--- src/rtl/hall_sensor_decoder.sv ---
`default_nettype none
// ============================================================================
// Module   : hall_sensor_decoder
// Purpose  : Synchronizes, debounces and decodes 3-phase hall sensors into
//            sector, direction, step pulses, step period and stall status.
//            Define HALL_POSITION_COUNTER_EN to build the signed step counter.
// Revision : 1.0 - initial release
// ============================================================================
module hall_sensor_decoder #(
  parameter int DEBOUNCE_CYCLES = 16,
  parameter int PERIOD_WIDTH    = 32,
  parameter int TIMEOUT         = 50000000
) (
  input  logic                    clock,
  input  logic                    reset,
  input  logic                    hall_sensor1,
  input  logic                    hall_sensor2,
  input  logic                    hall_sensor3,
  output logic [2:0]              sector,
  output logic                    direction,
  output logic                    step_pulse,
  output logic [PERIOD_WIDTH-1:0] period,
  output logic                    period_valid,
  output logic                    stalled,
  output logic                    hall_error,
  output logic [31:0]             step_count
);

  localparam int                      c_DB_W    = $clog2(DEBOUNCE_CYCLES + 1);
  localparam logic [c_DB_W-1:0]       c_DB_MAX  = c_DB_W'(DEBOUNCE_CYCLES);
  localparam logic [PERIOD_WIDTH-1:0] c_TIMEOUT = PERIOD_WIDTH'(TIMEOUT);

  typedef enum logic [1:0] {
    ST_INIT  = 2'd0,
    ST_RUN   = 2'd1,
    ST_STALL = 2'd2
  } state_t;

  state_t                  r_state;
  state_t                  w_state_nxt;
  logic [2:0]              r_sync1;
  logic [2:0]              r_sync2;
  logic [2:0]              r_cand;
  logic [2:0]              r_accepted;
  logic [c_DB_W-1:0]       r_db_cnt;
  logic [PERIOD_WIDTH-1:0] r_pcnt;
  logic                    r_has_step;

  logic       w_accept;
  logic       w_code_valid;
  logic [2:0] w_new_sector;
  logic [2:0] w_sec_inc;
  logic [2:0] w_sec_dec;
  logic       w_fwd;
  logic       w_rev;
  logic       w_step;
  logic       w_err;
  logic       w_load;
  logic       w_restart;
  logic       w_meas;
  logic       w_enter_stall;

  always_ff @(posedge clock or posedge reset) begin
    if (reset) begin
      r_sync1 <= 3'b000;
      r_sync2 <= 3'b000;
    end else begin
      r_sync1 <= {hall_sensor3, hall_sensor2, hall_sensor1};
      r_sync2 <= r_sync1;
    end
  end

  // r_db_cnt counts consecutive cycles r_cand has been seen; any change restarts at 1.
  always_ff @(posedge clock or posedge reset) begin
    if (reset) begin
      r_cand     <= 3'b000;
      r_db_cnt   <= '0;
      r_accepted <= 3'b000;
    end else begin
      if (r_sync2 != r_cand) begin
        r_cand   <= r_sync2;
        r_db_cnt <= c_DB_W'(1);
      end else if (r_db_cnt != c_DB_MAX) begin
        r_db_cnt <= r_db_cnt + c_DB_W'(1);
      end
      if (w_accept) begin
        r_accepted <= r_cand;
      end
    end
  end

  assign w_accept = (r_db_cnt == c_DB_MAX) && (r_cand != r_accepted);

  always_comb begin
    w_code_valid = 1'b1;
    w_new_sector = 3'd0;
    case (r_cand)
      3'b001:  w_new_sector = 3'd0;
      3'b011:  w_new_sector = 3'd1;
      3'b010:  w_new_sector = 3'd2;
      3'b110:  w_new_sector = 3'd3;
      3'b100:  w_new_sector = 3'd4;
      3'b101:  w_new_sector = 3'd5;
      default: w_code_valid = 1'b0;
    endcase
  end

  assign w_sec_inc = (sector == 3'd5) ? 3'd0 : sector + 3'd1;
  assign w_sec_dec = (sector == 3'd0) ? 3'd5 : sector - 3'd1;
  assign w_fwd     = (w_new_sector == w_sec_inc);
  assign w_rev     = (w_new_sector == w_sec_dec);

  always_ff @(posedge clock or posedge reset) begin
    if (reset) begin
      r_state <= ST_INIT;
    end else begin
      r_state <= w_state_nxt;
    end
  end

  always_comb begin
    w_state_nxt = r_state;
    w_step      = 1'b0;
    w_err       = 1'b0;
    w_load      = 1'b0;
    w_restart   = 1'b0;
    if (w_accept) begin
      if (!w_code_valid) begin
        w_err = 1'b1;
      end else if (r_state == ST_INIT) begin
        w_load      = 1'b1;
        w_restart   = 1'b1;
        w_state_nxt = ST_RUN;
      end else if (w_new_sector == sector) begin
        // returning from an invalid code to the same sector is not movement
        w_load = 1'b0;
      end else if (w_fwd || w_rev) begin
        w_step      = 1'b1;
        w_load      = 1'b1;
        w_state_nxt = ST_RUN;
      end else begin
        w_err  = 1'b1;
        w_load = 1'b1;
      end
    end
    if ((r_state == ST_RUN) && !w_step && (r_pcnt == c_TIMEOUT)) begin
      w_state_nxt = ST_STALL;
    end
  end

  assign w_meas        = w_step && (r_state == ST_RUN) && r_has_step;
  assign w_enter_stall = (r_state == ST_RUN) && (w_state_nxt == ST_STALL);

  always_ff @(posedge clock or posedge reset) begin
    if (reset) begin
      r_pcnt     <= '0;
      r_has_step <= 1'b0;
    end else begin
      if (w_step || w_restart) begin
        r_pcnt <= '0;
      end else if (r_pcnt != c_TIMEOUT) begin
        r_pcnt <= r_pcnt + PERIOD_WIDTH'(1);
      end
      if (w_restart || w_enter_stall) begin
        r_has_step <= 1'b0;
      end else if (w_step) begin
        r_has_step <= 1'b1;
      end
    end
  end

  always_ff @(posedge clock or posedge reset) begin
    if (reset) begin
      sector       <= 3'd0;
      direction    <= 1'b1;
      step_pulse   <= 1'b0;
      period       <= '0;
      period_valid <= 1'b0;
      stalled      <= 1'b0;
      hall_error   <= 1'b0;
    end else begin
      step_pulse   <= w_step;
      hall_error   <= w_err;
      period_valid <= w_meas;
      stalled      <= (w_state_nxt == ST_STALL);
      if (w_load) begin
        sector <= w_new_sector;
      end
      if (w_step) begin
        direction <= w_fwd;
      end
      if (w_meas) begin
        period <= r_pcnt + PERIOD_WIDTH'(1);
      end else if (w_enter_stall) begin
        period <= '0;
      end
    end
  end

`ifdef HALL_POSITION_COUNTER_EN
  logic [31:0] r_step_count;

  always_ff @(posedge clock or posedge reset) begin
    if (reset) begin
      r_step_count <= 32'd0;
    end else if (w_step) begin
      r_step_count <= w_fwd ? (r_step_count + 32'd1) : (r_step_count - 32'd1);
    end
  end

  assign step_count = r_step_count;
`else
  assign step_count = 32'd0;
`endif

endmodule
`default_nettype wire
--- config.mk ---
export PLATFORM = sky130hd
export DESIGN_NAME = hall_sensor_decoder
export DESIGN_NICKNAME = d
export VERILOG_FILES = /design/src/rtl/hall_sensor_decoder.sv
export SDC_FILE = /design/constraint.sdc
export NUM_CORES = 1
export LEC_CHECK = 0
export BUFFER_PORTS_ARGS = -buffer_cell sky130_fd_sc_hd__buf_4
export CORE_MARGIN = 4
export CORE_UTILIZATION = 35
export CTS_CLUSTER_SIZE = 16
export DETAILED_ROUTE_END_ITERATION = 7
export HOLD_SLACK_MARGIN = 0.12
export SLEW_MARGIN = 15
export SYNTH_ARGS = -nofsm -noshare
export SYNTH_HDL_FRONTEND = slang
export SYNTH_SLANG_ARGS = --single-unit
export TNS_END_PERCENT = 20
--- constraint.sdc ---
create_clock -name clock -period 3.7 [get_ports clock]
set_clock_uncertainty 0.1 [all_clocks]
set_input_delay 0.37 -clock clock [delete_from_list [all_inputs] [get_ports clock]]
set_output_delay 0.37 -clock clock [all_outputs]
set_load 0.01 [all_outputs]
Word-level counts from Yosys, hierarchy flattened
Index checks and enable logic that the tools add are counted.
{"block": "word_totals", "regBits": 92, "elab_cells": 89, "output_inout_bits": 72, "in_bits": 5}
{"block": "op_classes", "mux": 35, "n_reduce_logical": 17, "addsub": 4, "eq_ne": 18}
{"operator": "32-bit two-way mux", "count": 4}
{"operator": "32-bit by 1-bit adder with 32-bit output (second input constant)", "count": 1}
{"operator": "32-bit by 26-bit equality test with 1-bit output (second input constant)", "count": 1}
{"operator": "32-bit by 26-bit != test with 1-bit output (second input constant)", "count": 1}
{"operator": "1-bit two-way mux", "count": 20}
{"operator": "3-bit case mux with 5 select lines", "count": 1}
{"operator": "3-bit equality test (second input constant)", "count": 4}
{"operator": "2-bit two-way mux", "count": 6}
{"operator": "5-bit two-way mux", "count": 2}
{"operator": "3-bit equality test", "count": 3}
{"operator": "2-bit nonzero test", "count": 4}
{"operator": "3-bit by 2-bit equality test with 1-bit output (second input constant)", "count": 2}
{"operator": "1-bit logical AND", "count": 6}
{"operator": "3-bit two-way mux", "count": 2}
{"operator": "3-bit != test", "count": 2}
{"operator": "6-bit OR reduction", "count": 1}
{"operator": "5-bit by 1-bit adder with 5-bit output (second input constant)", "count": 1}
{"operator": "5-bit equality test (second input constant)", "count": 1}
{"operator": "5-bit != test (second input constant)", "count": 1}
{"operator": "3-bit by 1-bit adder with 3-bit output (second input constant)", "count": 1}
{"operator": "3-bit by 1-bit equality test with 1-bit output (second input constant)", "count": 1}
{"operator": "3-bit logical NOT", "count": 1}
{"operator": "1-bit logical OR", "count": 3}
{"operator": "3-bit by 1-bit subtractor with 3-bit output (second input constant)", "count": 1}
{"operator": "other kinds (4)", "count": 4}

Depth between registers and ports, before layout
Gate-level depths: netlist (run 1).
{"block": "logic_depth", "ltp_word": 17, "mapped_depth": 10, "mapped_depth_nobuf": 8}

Least setup slack after synthesis (run 1)
OpenSTA, ideal clock, no wires.
{"block": "synth_timing", "path_kind": "flip-flop to flip-flop", "startpoint": "register r_db_cnt[0]", "endpoint": "register period[1]", "n_path_buf": 2, "arrival_ns": 1.980, "path_slack_ns": 1.499, "required_time_ns": 3.479, "period_less_slack_ns": 2.201, "stages_incl_launch_ff": 11, "setup_ns": 0.121, "path_cell_list": "dfrtp_1 -> inv_1 -> ha_1 -> and4bb_2 -> buf_4 -> o31ai_1 -> nand2b_2 -> a21oi_2 -> o21ai_4 -> buf_6 -> a22o_1"}
{"block": "synth_via", "elab_chain_len": 10, "elab_cells_between_ends": 14, "classes_between": "eq/ne (2); mux (4); reduce/logical (8)"}
{"element": "from (decl)", "line_no": "45", "text": "logic [c_DB_W-1:0] r_db_cnt;"}
{"element": "from (signal assigned)", "line_no": "82", "text": "r_db_cnt <= c_DB_W'(1);"}
{"element": "from (signal assigned)", "line_no": "84", "text": "r_db_cnt <= r_db_cnt + c_DB_W'(1);"}
{"element": "5-bit equality test *", "line_no": "92", "text": "assign w_accept = (r_db_cnt == c_DB_MAX) && (r_cand != r_accepted);"}
{"element": "1-bit logical AND *", "line_no": "92"}
{"element": "1-bit two-way mux", "line_no": "127", "text": "if (w_accept) begin"}
{"element": "1-bit logical NOT", "line_no": "146", "text": "if ((r_state == ST_RUN) && !w_step && (r_pcnt == c_TIMEOUT)) begin"}
{"element": "1-bit logical AND (2 in series)", "line_no": "146"}
{"element": "2-bit two-way mux", "line_no": "146"}
{"element": "2-bit equality test", "line_no": "152", "text": "assign w_enter_stall = (r_state == ST_RUN) && (w_state_nxt == ST_STALL);"}
{"element": "1-bit logical AND", "line_no": "152"}
{"element": "2-bit nonzero test (no line)"}
{"element": "to (signal assigned)", "line_no": "193", "text": "period <= r_pcnt + PERIOD_WIDTH'(1);"}
{"element": "to (decl)", "line_no": "22", "text": "output logic [PERIOD_WIDTH-1:0] period,"}
Every way passes the cells marked *; elsewhere a longest branch is shown, timed or not.
A chain may end at the register's enable or synchronous reset.

Final worst setup path (run 1)
{"block": "layout_timing", "startpoint": "register r_cand[1]", "endpoint": "register period[24]"}
{"block": "layout_via", "elab_chain_len": 16, "elab_cells_between_ends": 35, "classes_between": "eq/ne (11); mux (14); reduce/logical (10)"}
{"element": "from (decl)", "line_no": "43", "text": "logic [2:0] r_cand;"}
{"element": "from (signal assigned)", "line_no": "81", "text": "r_cand <= r_sync2;"}
{"element": "3-bit equality test / 3-bit by 2-bit equality test with 1-bit output (equally long branches)", "line_no": "97", "text": "case (r_cand)"}
{"element": "3-bit case mux with 5 select lines", "line_no": "97"}
{"element": "3-bit equality test (on tied branches)", "line_no": "110, 111"}
{"element": "1-bit logical OR", "line_no": "137", "text": "end else if (w_fwd || w_rev) begin"}
{"element": "1-bit two-way mux", "line_no": "137"}
{"element": "1-bit two-way mux", "line_no": "134", "text": "end else if (w_new_sector == sector) begin"}
{"element": "1-bit two-way mux", "line_no": "130", "text": "end else if (r_state == ST_INIT) begin"}
{"element": "1-bit two-way mux", "line_no": "128", "text": "if (!w_code_valid) begin"}
{"element": "1-bit two-way mux", "line_no": "127"}
{"element": "1-bit logical NOT", "line_no": "146"}
{"element": "1-bit logical AND (2 in series)", "line_no": "146"}
{"element": "2-bit two-way mux", "line_no": "146"}
{"element": "2-bit equality test", "line_no": "152"}
{"element": "1-bit logical AND", "line_no": "152"}
{"element": "2-bit nonzero test (no line)"}
Several ways; a longest one is shown, not always the timed one.

==> run summary, run 1 <==
Once the floorplan was initialized, standard cells occupied 35.7% of the core. The tools report the library cell used as clock root buffer as clkbuf_16. The tools report the total number of nets in the final design as 513.

The type of the worst min-delay path is in2async. Input and output buffers added on the ports amount to 44. The analysis attributes to cell leakage a power of 2.47 nW.

The congestion estimate from routability-driven global placement came to 0.755. The worst pin sits at a relative slew slack of 29.3%. Counting cells, the worst reg-to-reg path comes to 6. The endpoint identified for the worst register-to-register timing path is period[24]$_DFFE_PP0P_. The measured slew at the worst slew-check pin works out to 1.05 ns. The total of cells resized after clock tree synthesis is 0.

The run gives 0 as the remaining design rule violation count. The length of the first detailed-routing pass in iterations is 4, and the count of buffers added by post-CTS timing repair for setup is 0. The number of distinct standard cells referenced by the synthesized netlist was 59; the part of the cycle the worst path needs was 75.1%. Data arrives at the worst endpoint at 2.93 ns. For the cell area reported after detailed placement, the log shows 0.00507 sq mm.

For the worst setup path, the data required time is 3.85 ns. TritonCTS built the clock tree. The share of Yosys cell area claimed by the top area cell type works out to 48.1%. The start of the worst register-to-register path is r_cand[1]$_DFFE_PP0N_. In this run, synthesis inferred 0 flip-flops with an integrated enable.

Measured on the finished design, the core utilization comes to 40.5%. The critical path is of the reg2reg type. The number of failing hold endpoints at the final stage came out at 0. The aggregate routed wire length was 10300 microns; the via count of the first global-routing pass was 3416.

For the worst-skew pair, the clock arrives at the later sink with an insertion delay of 0.34 ns. Of all cell types, the one taking the most synthesized area is dfrtp_1. The synthesized netlist occupies a cell area of 0.00473 sq mm. The Yosys step of the flow raised 0 warnings.

Entering global routing, the biggest net connects 51 pins. The logs give 0 for the final-report max-slew violation count and 0 for the count of maximum capacitance violations. The count of filler cells inserted in the layout is 1295. In the synthesized netlist the dominant register cell turns out to be dfrtp_1. Of the synthesized area, sequential elements account for 48.7%.

Dividing the detail-routed via count by the number of cells gives 4.98. Setup repair after global routing left no endpoint under its margin. Compared with the post-synthesis result, the final layout area differs by 13.4%.

The run gives 0 as the number of antenna violations at the first check in global routing. The slowest stage of the critical path is the dfrtp_1 cell. Dividing the detail-routed wire length by the instance count gives 15.0 microns. After routing the design area is 0.00536 sq mm.

In this run the number of H-tree levels came out at 3. The largest fanout on the critical path is 17, and the setup TNS after final layout is 0 ns. In this run the vertical extent of the chip is 124 microns. Setup violations remaining at the end of the flow were counted as 0. For this run, the slowest stage of the critical path takes 0.67 ns. Row generation in the floorplan step produced 42 rows. The floorplan step defined a core boundary enclosing 0.0132 sq mm. Mean post-synth cell area: 10.1 sq um. STA classifies the critical path startpoint as a register. For the internal reg-to-reg setup slack, the log shows 0.92 ns. The overall die width works out to 124 microns. Counting every sink on the clock net gives 92. The smallest clock period supported by the final layout is computed as 2.78 ns. STA classifies the critical path endpoint as a register. In the synthesized netlist, the cells that appear most often are 91 x dfrtp_1, 39 x nor2_1, 34 x buf_4, 29 x xor2_1, 27 x nand4_1. For the global route total overflow, the log shows 0. For the HPWL after detailed placement, the log shows 7180 microns.

The detail route stage leaves a number of antenna-violating nets equal to 0. The number of primary I/O pins was 77; the fraction of layout instances using a drive strength above 1 was 17.7%. Clock-pin slew was measured on the worst setup and hold paths at 0.06 ns. The clock passes through at most 2 buffers. Yosys attributes the largest share of cell area to dfrtp_1 48%, buf_4 5.4%, xor2_1 5.4%, nand4_1 3.6%, nor2_1 3.1%. The total inserted antenna cells was 0; the overall die area was 0.0154 sq mm. The detailed router finished its first iteration with 219 violations.

The worst supply voltage drop on vdd is 0.000193 V, and the gate count after technology mapping is 467. The run finished with clean final reports. The number of buffers added by the clock tree synthesis step is 9, and the proportion of register bits with asynchronous set or reset after synthesis is 100%. For this block, the via count after detailed routing is 3411.

Traced cell by cell, the critical path runs through inv_1 -> nor4b_1 -> a311oi_2 -> a21oi_2 -> nand3_2 -> o21ai_0. The post-synthesis register bit count was 92. Global routing used 13.7% of the available tracks across all layers. The power density of the placed cells works out to 360 mW/mm^2. The maximum frequency from static timing analysis was 360 MHz. The most frequent cell after synthesis was dfrtp_1. The first global-routing pass estimated 17400 microns of wire.
-- placed cells by master (no fill, tap or decap), types with 2 or more instances in the layout --
cell / n
a21oi_1: 7
a21oi_2: 2
a22o_1: 16
and2_1: 4
and3_1: 6
and4_1: 2
buf_4: 51
clkbuf_1: 3
clkbuf_16: 9
clkinv_2: 3
conb_1: 32
dfrtp_1: 91
dlygate4sd3_1: 3
ha_1: 4
inv_1: 25
mux2_2: 7
mux2i_1: 2
nand2_1: 17
nand2b_1: 2
nand3_1: 18
nand3_2: 2
nand4_1: 27
nor2_1: 39
nor2b_1: 8
nor3_1: 14
nor4_1: 3
nor4_2: 3
o211a_1: 2
o21ai_0: 9
o21ai_1: 11
o22ai_1: 14
o32ai_1: 2
xnor2_1: 15
xor2_1: 29
-- layer usage --
metal	global-route usage [%]	vias up	part of all wire, %
li1	-	1638	-
met1	18.7	1670	47
met2	21.5	87	46
met3	2.32	16	4.6
met4	5.80	0	1.8
met5	0	-	0
-- critical path: cells and delay by family (launching register included) --
kind / cells / cell delay (ns)
AOI/OAI and AO/OA: 3 / 1.02
and+or+nand+nor: 2 / 0.72
DFF: 1 / 0.67
buffers and inverters: 1 / 0.17
-- flip-flops by register name (all words and copies together) (netlist names) --
signal        cells
sector            3
hall_error        1
direction         1
r_pcnt           32
r_sync1           3
period_valid      1
r_sync2           3
stalled           1
period           32
r_state           2
r_cand            3
step_pulse        1
r_has_step        1
r_db_cnt          5
r_accepted        3
-- what timing repair did --
item | 4_1_cts | 5_1_grt
endpoints found under the setup margin | 0 | 0
hold buffers | 3 | 0
hold endpoints to repair | 3 | 0
-- how the worst max path moves through the flow --
| stage | start | end | slack [ns] | cells past startpoint |
|---|---|---|---|---|
| floorplan | reset | hall_error$_DFF_PP0_ | 0.84 | 1 |
| global placement | r_cand[1]$_DFFE_PP0N_ | period[27]$_DFFE_PP0P_ | 1.02 | 6 |
| detailed placement | r_cand[1]$_DFFE_PP0N_ | period[25]$_DFFE_PP0P_ | 0.90 | 6 |
| CTS | r_cand[1]$_DFFE_PP0N_ | period[24]$_DFFE_PP0P_ | 0.93 | 6 |
| global route | r_cand[1]$_DFFE_PP0N_ | period[26]$_DFFE_PP0P_ | 0.48 | 6 |
| finish | r_cand[1]$_DFFE_PP0N_ | period[24]$_DFFE_PP0P_ | 0.92 | 6 |
-- report_power, final --
group	leakage, nW	total, mW	internal, mW	switching (mW)
clock	0.127	0.833	0.455	0.378
combinational	1.10	0.0708	0.0204	0.0504
sequential	1.24	1.02	1.01	0.0121
total	2.47	1.93	1.49	0.440
-- final cells by class --
cell class / instances / area (sq um) / share of cell area (%)
Sequential cell: 92 / 2300 / 42.9
Inverter: 27 / 103 / 1.91
Timing Repair Buffer: 54 / 413 / 7.70
Clock buffer: 12 / 236 / 4.41
Multi-Input combinational cell: 320 / 2060 / 38.4
Tap cell: 176 / 220 / 4.11
Clock inverter: 4 / 26.3 / 0.490
-- kinds of logic (layout without fill, tap and decap cells) --
| family | after synthesis | after routing | share of synthesized area (%) |
|---|---|---|---|
| simple gates | 156 | 156 | 18.5 |
| buf+inv | 86 | 97 | 10.2 |
| flops | 92 | 92 | 48.7 |
| mux | 9 | 9 | 2.09 |
| xor+xnor | 44 | 44 | 8.14 |
| fa+ha+maj | 4 | 4 | 1.06 |
| compound gates | 75 | 75 | 11.2 |
| other cells | 1 | 32 | 0.0792 |
-- through the flow --
step           power (mW)  setup WS [ns]  hold slack, ns  cells
6_report             1.93          0.923          0.0874    685
5_1_grt              2.00          0.475           0.177    685
4_1_cts              1.95          0.925           0.131    685
3_5_place_dp         1.11          0.901           0.243    666
3_3_place_gp         1.11           1.02           0.239    666
2_1_floorplan        1.12          0.840           0.231    498
No activity file was read; power rests on OpenSTA's default activity.
==> run 2: changes to the inputs <==
--- a/config.mk
+++ b/config.mk
@@ -5,6 +5,7 @@
 export SDC_FILE = /design/constraint.sdc
 export NUM_CORES = 1
 export LEC_CHECK = 0
+export ABC_AREA = 1
 export BUFFER_PORTS_ARGS = -buffer_cell sky130_fd_sc_hd__buf_4
 export CORE_MARGIN = 4
 export CORE_UTILIZATION = 35
==> constraint.sdc (replaced) <==
create_clock -name clock -period 2.3 [get_ports clock]
set_clock_uncertainty 0.1 [all_clocks]
set_input_delay 0.23 -clock clock [delete_from_list [all_inputs] [get_ports clock]]
set_output_delay 0.23 -clock clock [all_outputs]
set_load 0.01 [all_outputs]
==> run 2 against run 1 <==
  * Hold slack better by 0.16 ns
  * Area after synthesis up 11%
  * Cell count up 29%
  * Critical endpoint is now period[28]$_DFFE_PP0P_
  * Clock power up 70%
  * First-iteration DRC count up 2.3%
  * Critical path type unchanged
==> run summary, run 2 <==
Type of the worst min-delay path: reg2reg (was in2async). Largest cells by area after synthesis: dfrtp_1 44%, nand2_1 12%, nor2_1 5.7%, nand3_2 5.5%, buf_4 5.0% (was dfrtp_1 48%, buf_4 5.4%, xor2_1 5.4%, nand4_1 3.6%, nor2_1 3.1%). The logs give 65.7% (was 29.3%) for the relative slew slack and 3 (unchanged) for the number of levels the H-tree was split into. The measured slew at the worst slew-check pin is 0.511 ns (was 1.05 ns), and the maximum frequency from static timing analysis is 479 MHz (was 360 MHz). For the HPWL after detailed placement, the log shows 9250 microns (was 7180 microns). The overall die area was 0.0170 sq mm (was 0.0154 sq mm). For the count of routing violations after the opening detailed-route iteration, the log shows 224 (was 219). The most common flop cell mapped by yosys was dfrtp_1 (unchanged). For the count of filler cells inserted in the layout, the log shows 1445 (was 1295). The worst supply voltage drop on vdd came out at 0.000347 V (was 0.000193 V).

The final-report max-slew violation count is 0 (unchanged), and the worst path setup slack after routing is 0.210 ns (was 0.923 ns). End of the worst hold path: r_sync2[2]$_DFF_PP0_. The final critical delay including setup and external delays is 2.09 ns (was 2.78 ns). The share of Yosys cell area claimed by the top area cell type is 43.5% (was 48.1%), and the initial standard-cell utilization of the core is 35.9% (was 35.7%).

Power share of the sequential group: 51.1% (was 53.1%). The run gives 92 (unchanged) as the total clock sinks. For the internal reg-to-reg setup slack, the log shows 0.21 ns (was 0.92 ns).

The mean post-synth cell area came out at 8.23 sq um (was 10.1 sq um). Most instantiated cells after synthesis: 168 x nand2_1, 91 x dfrtp_1, 80 x nor2_1, 58 x inv_1, 47 x nand3_1 (was 91 x dfrtp_1, 39 x nor2_1, 34 x buf_4, 29 x xor2_1, 27 x nand4_1). The leakage power came out at 3.06 nW (was 2.47 nW). The busiest metal layer after global routing was met2 (unchanged). The global route total overflow is 0 (unchanged), and the data required time of the critical path is 2.48 ns (was 3.85 ns). The net switching power figure is 0.752 mW (was 0.440 mW), and the count of maximum capacitance violations is 0 (unchanged). For the number of distinct standard cells referenced by the synthesized netlist, the log shows 33 (was 59). The tools report the met3 usage as 2.82% (was 2.32%). The run gives 4.7% (was 3.7%) as the combinational share of power. The overall die width is 130 microns (was 124 microns), and the total number of nets in the final design is 702 (was 513).

The post-synthesis register bit count was 92 (unchanged). The run gives 44.2% (was 43.2%) as the fraction of power consumed by the clock network. The buffers plus inverters on the worst setup path came out at 2 (was 1). The met2 track utilization from global routing came out at 23.8% (was 21.5%). The gate count after technology mapping is 636 (was 467).

Setup repair after global routing left no endpoint under its margin. The largest area contributor in the netlist was dfrtp_1 (unchanged). Total of endpoints with negative setup slack in the final report: 0 (unchanged). Commonest cells after routing, fill and taps aside: 168 x nand2_1, 90 x dfrtp_1, 80 x nor2_1, 57 x inv_1, 55 x buf_4 (was 91 x dfrtp_1, 51 x buf_4, 39 x nor2_1, 32 x conb_1, 29 x xor2_1).

The total inserted antenna cells was 0 (unchanged). The cell type group with the largest total delay on the critical path was simple AND/OR/NAND/NOR gates (was compound AO/OA/AOI/OAI gates). Largest registers ranked by flip-flop count: period x32, r_pcnt x32, r_db_cnt x5 (unchanged).

The fraction of layout instances using a drive strength above 1 was 20.5% (was 17.7%); the part of the cycle the worst path needs was 90.9% (was 75.1%). The cell that appears most often on the critical path is nand3_1. The clock latency at the later pin of the worst-skew pair was 0.35 ns (was 0.34 ns); the remaining design rule violation count was 0 (unchanged). The logs give 860 (was 666) for the total instance count after detailed placement and 0.0660 ns (was 0.901 ns) for the worst setup slack after placement.

The global-route usage over all layers was 14.4% (was 13.7%). The worst hold path begins at r_sync1[2]$_DFF_PP0_. The die outline height is 130 microns (was 124 microns). The logs give 44 (was 42) for the number of core rows and 0.00523 sq mm (was 0.00473 sq mm) for the summed instance area of the synthesized netlist. The design internal power was 2.46 mW (was 1.49 mW).

Element type at the critical path end: a register (unchanged). The run gives 0.00230 sq mm (about the same) as the area taken by flip-flops and latches. Counting instances, the worst hold path has a depth of 0. The start of the worst register-to-register path is r_cand[2]$_DFFE_PP0N_ (was r_cand[1]$_DFFE_PP0N_). The residual antenna-violating net count after detailed routing is 0 (unchanged). The worst-path cell with the longest stage delay is dfrtp_1 (unchanged). Filler-free cell count of the finished design: 882 (was 685). The run gives 0 (unchanged) as the number of antenna violations at the first check in global routing. The library cell used as clock root buffer is clkbuf_16 (unchanged). The total of buffers placed on input and output ports was 44 (unchanged). Category of the most critical setup path: reg2reg (unchanged).

Most frequent cell after synthesis: nand2_1 (was dfrtp_1). The area of the core region was 0.0146 sq mm (was 0.0132 sq mm). The tools report the total vias in the final route as 4106 (was 3411).

The reg-to-reg endpoint was period[28]$_DFFE_PP0P_ (was period[24]$_DFFE_PP0P_). The average detailed-routed wire length per instance was 13.6 microns (was 15.0 microns); the length of the first detailed-routing pass in iterations was 4 (unchanged). The share of the yosys chip area belonging to registers came out at 44.0% (was 48.7%).

The final weighted congestion in routability-driven placement was 0.925 (was 0.755). The worst-case clock buffer depth is 2 (unchanged), and the cell depth of the worst flop-to-flop path is 11 (was 6). TritonCTS built the clock tree. Number of failing hold endpoints at the final stage: 0 (unchanged). The run gives 19400 microns (was 17400 microns) as the first-pass GRT wire length.

The most frequent standard cell in the layout excluding fill and tap cells is nand2_1 (was dfrtp_1). The clock transition at the register clock pins on the worst setup and hold paths after CTS is 0.07 ns (was 0.06 ns). The worst endpoint data arrival time was 2.27 ns (was 2.93 ns). The run gives 19.1% (was 18.7%) as the routing usage on met1. The proportion of total power due to net switching came out at 23.4% (was 22.8%). The run gives 0 (unchanged) as the count of warnings emitted by yosys.

The layout overhead on the synthesized area was 15.0% (was 13.4%). Largest fanout on the critical path: 17 (unchanged). The startpoint type of the worst setup path was a register (unchanged).

Power density of the placed cells: 535 mW/mm^2 (was 360 mW/mm^2). The run finished with clean final reports. The vias per cell was 4.66 (was 4.98). For the number of primary I/O pins, the log shows 77 (unchanged). The number of buffers added by the clock tree synthesis step was 9 (unchanged); the setup TNS after final layout was 0 ns (unchanged).

The count of flip-flops with a built-in enable after synthesis works out to 0 (unchanged). The proportion of register bits with asynchronous set or reset after synthesis was 100% (unchanged); the worst hold slack was 0.251 ns (was 0.0874 ns). The via count of the first global-routing pass came out at 3989 (was 3416). Maximum number of pins on one net before global-route repair: 40 (was 51). The biggest cell delay along the critical path is 0.57 ns (was 0.67 ns). Cell Chain, Critical Path: inv_2 -> nor2_2 -> nand3_1 -> nand2_1 -> nand3_1 -> nand2_2 -> nand3_4 -> nand3_4 -> buf_4 -> nand3_1 -> nand2_1 (was inv_1 -> nor4b_1 -> a311oi_2 -> a21oi_2 -> nand3_2 -> o21ai_0). For the aggregate routed wire length, the log shows 12000 microns (was 10300 microns). The run gives 0.00243 sq mm (was 0.00206 sq mm) as the total area of multi-input combinational cells.
-- run 2: cell count changes after synthesis, moves of 9 or more --
cell,change
nand3_1,+29
nand2_1,+151
o22ai_1,-14
nand4_1,-17
xnor2_1,-9
o21ai_1,-11
a22o_1,-16
nor2_1,+41
nand3_2,+27
inv_1,+32
buf_2,-14
-- run 2: cell type report --
class,instances,area share (%)
Tap cell,184,3.83
Inverter,65,4.16
Clock buffer,11,4.20
Sequential cell,92,38.3
Clock inverter,5,0.603
Multi-Input combinational cell,463,40.4
Timing Repair Buffer,62,8.53
-- run 2: power by group through the flow --
stage               combinational (mW)  sequential [mW]  clock [mW]
global placement                 0.139             1.67           0
detailed placement               0.145             1.67           0
finish                           0.150             1.64        1.42
floorplan                        0.159             1.67           0
CTS                              0.151             1.64        1.46
global route                     0.174             1.64        1.54
-- run 2: worst max path at each step --
stage                                  startpoint                endpoint  slack (ns)  depth (start not counted)
final                       r_cand[2]$_DFFE_PP0N_  period[28]$_DFFE_PP0P_        0.21                         11
after CTS                 r_db_cnt[0]$_DFFE_PP0P_  period[22]$_DFFE_PP0P_        0.04                         10
after global routing      r_db_cnt[0]$_DFFE_PP0P_  period[28]$_DFFE_PP0P_        0.02                         11
after detailed placement  r_db_cnt[0]$_DFFE_PP0P_  period[22]$_DFFE_PP0P_        0.07                         10
after floorplan           r_db_cnt[0]$_DFFE_PP0P_   period[1]$_DFFE_PP0P_        0.46                         10
after global placement    r_db_cnt[0]$_DFFE_PP0P_  period[22]$_DFFE_PP0P_        0.12                         10
-- run 2: per-layer routing --
| layer | vias to the layer above | share of wire, % |
|---|---|---|
| met3 | 16 | 5.4 |
| met4 | 0 | 1.8 |
| li1 | 2050 | - |
| met1 | 1931 | 45 |
| met5 | - | 0 |
| met2 | 109 | 48 |
-- run 2: logic make-up after synthesis --
kind of cell / after synthesis / synth area share, %
AND/OR/NAND/NOR: 377 / 35.9
other: 1 / 0.0717
flip-flops: 92 / 44.0
buffers and inverters: 112 / 11.9
AO/OA/AOI/OAI: 22 / 2.46
XOR/XNOR: 28 / 4.69
adder cells (fa/ha/maj): 4 / 0.957
-- run 2: what timing repair did --
item / CTS / global route
hold endpoints to repair: 22 / 0
hold buffers: 4 / 0
resized for setup: 0 / 2
setup endpoints to repair: 0 / 55
buffers inserted: 0 / 2
-- run 2: through the flow --
stage	util (%)	power (mW)	instance area, sq um
6_report	41.2	3.21	6010
5_1_grt	41.2	3.35	6010
4_1_cts	41.0	3.25	5980
3_5_place_dp	38.7	1.82	5650
3_3_place_gp	38.7	1.81	5650
2_1_floorplan	-	1.82	5350
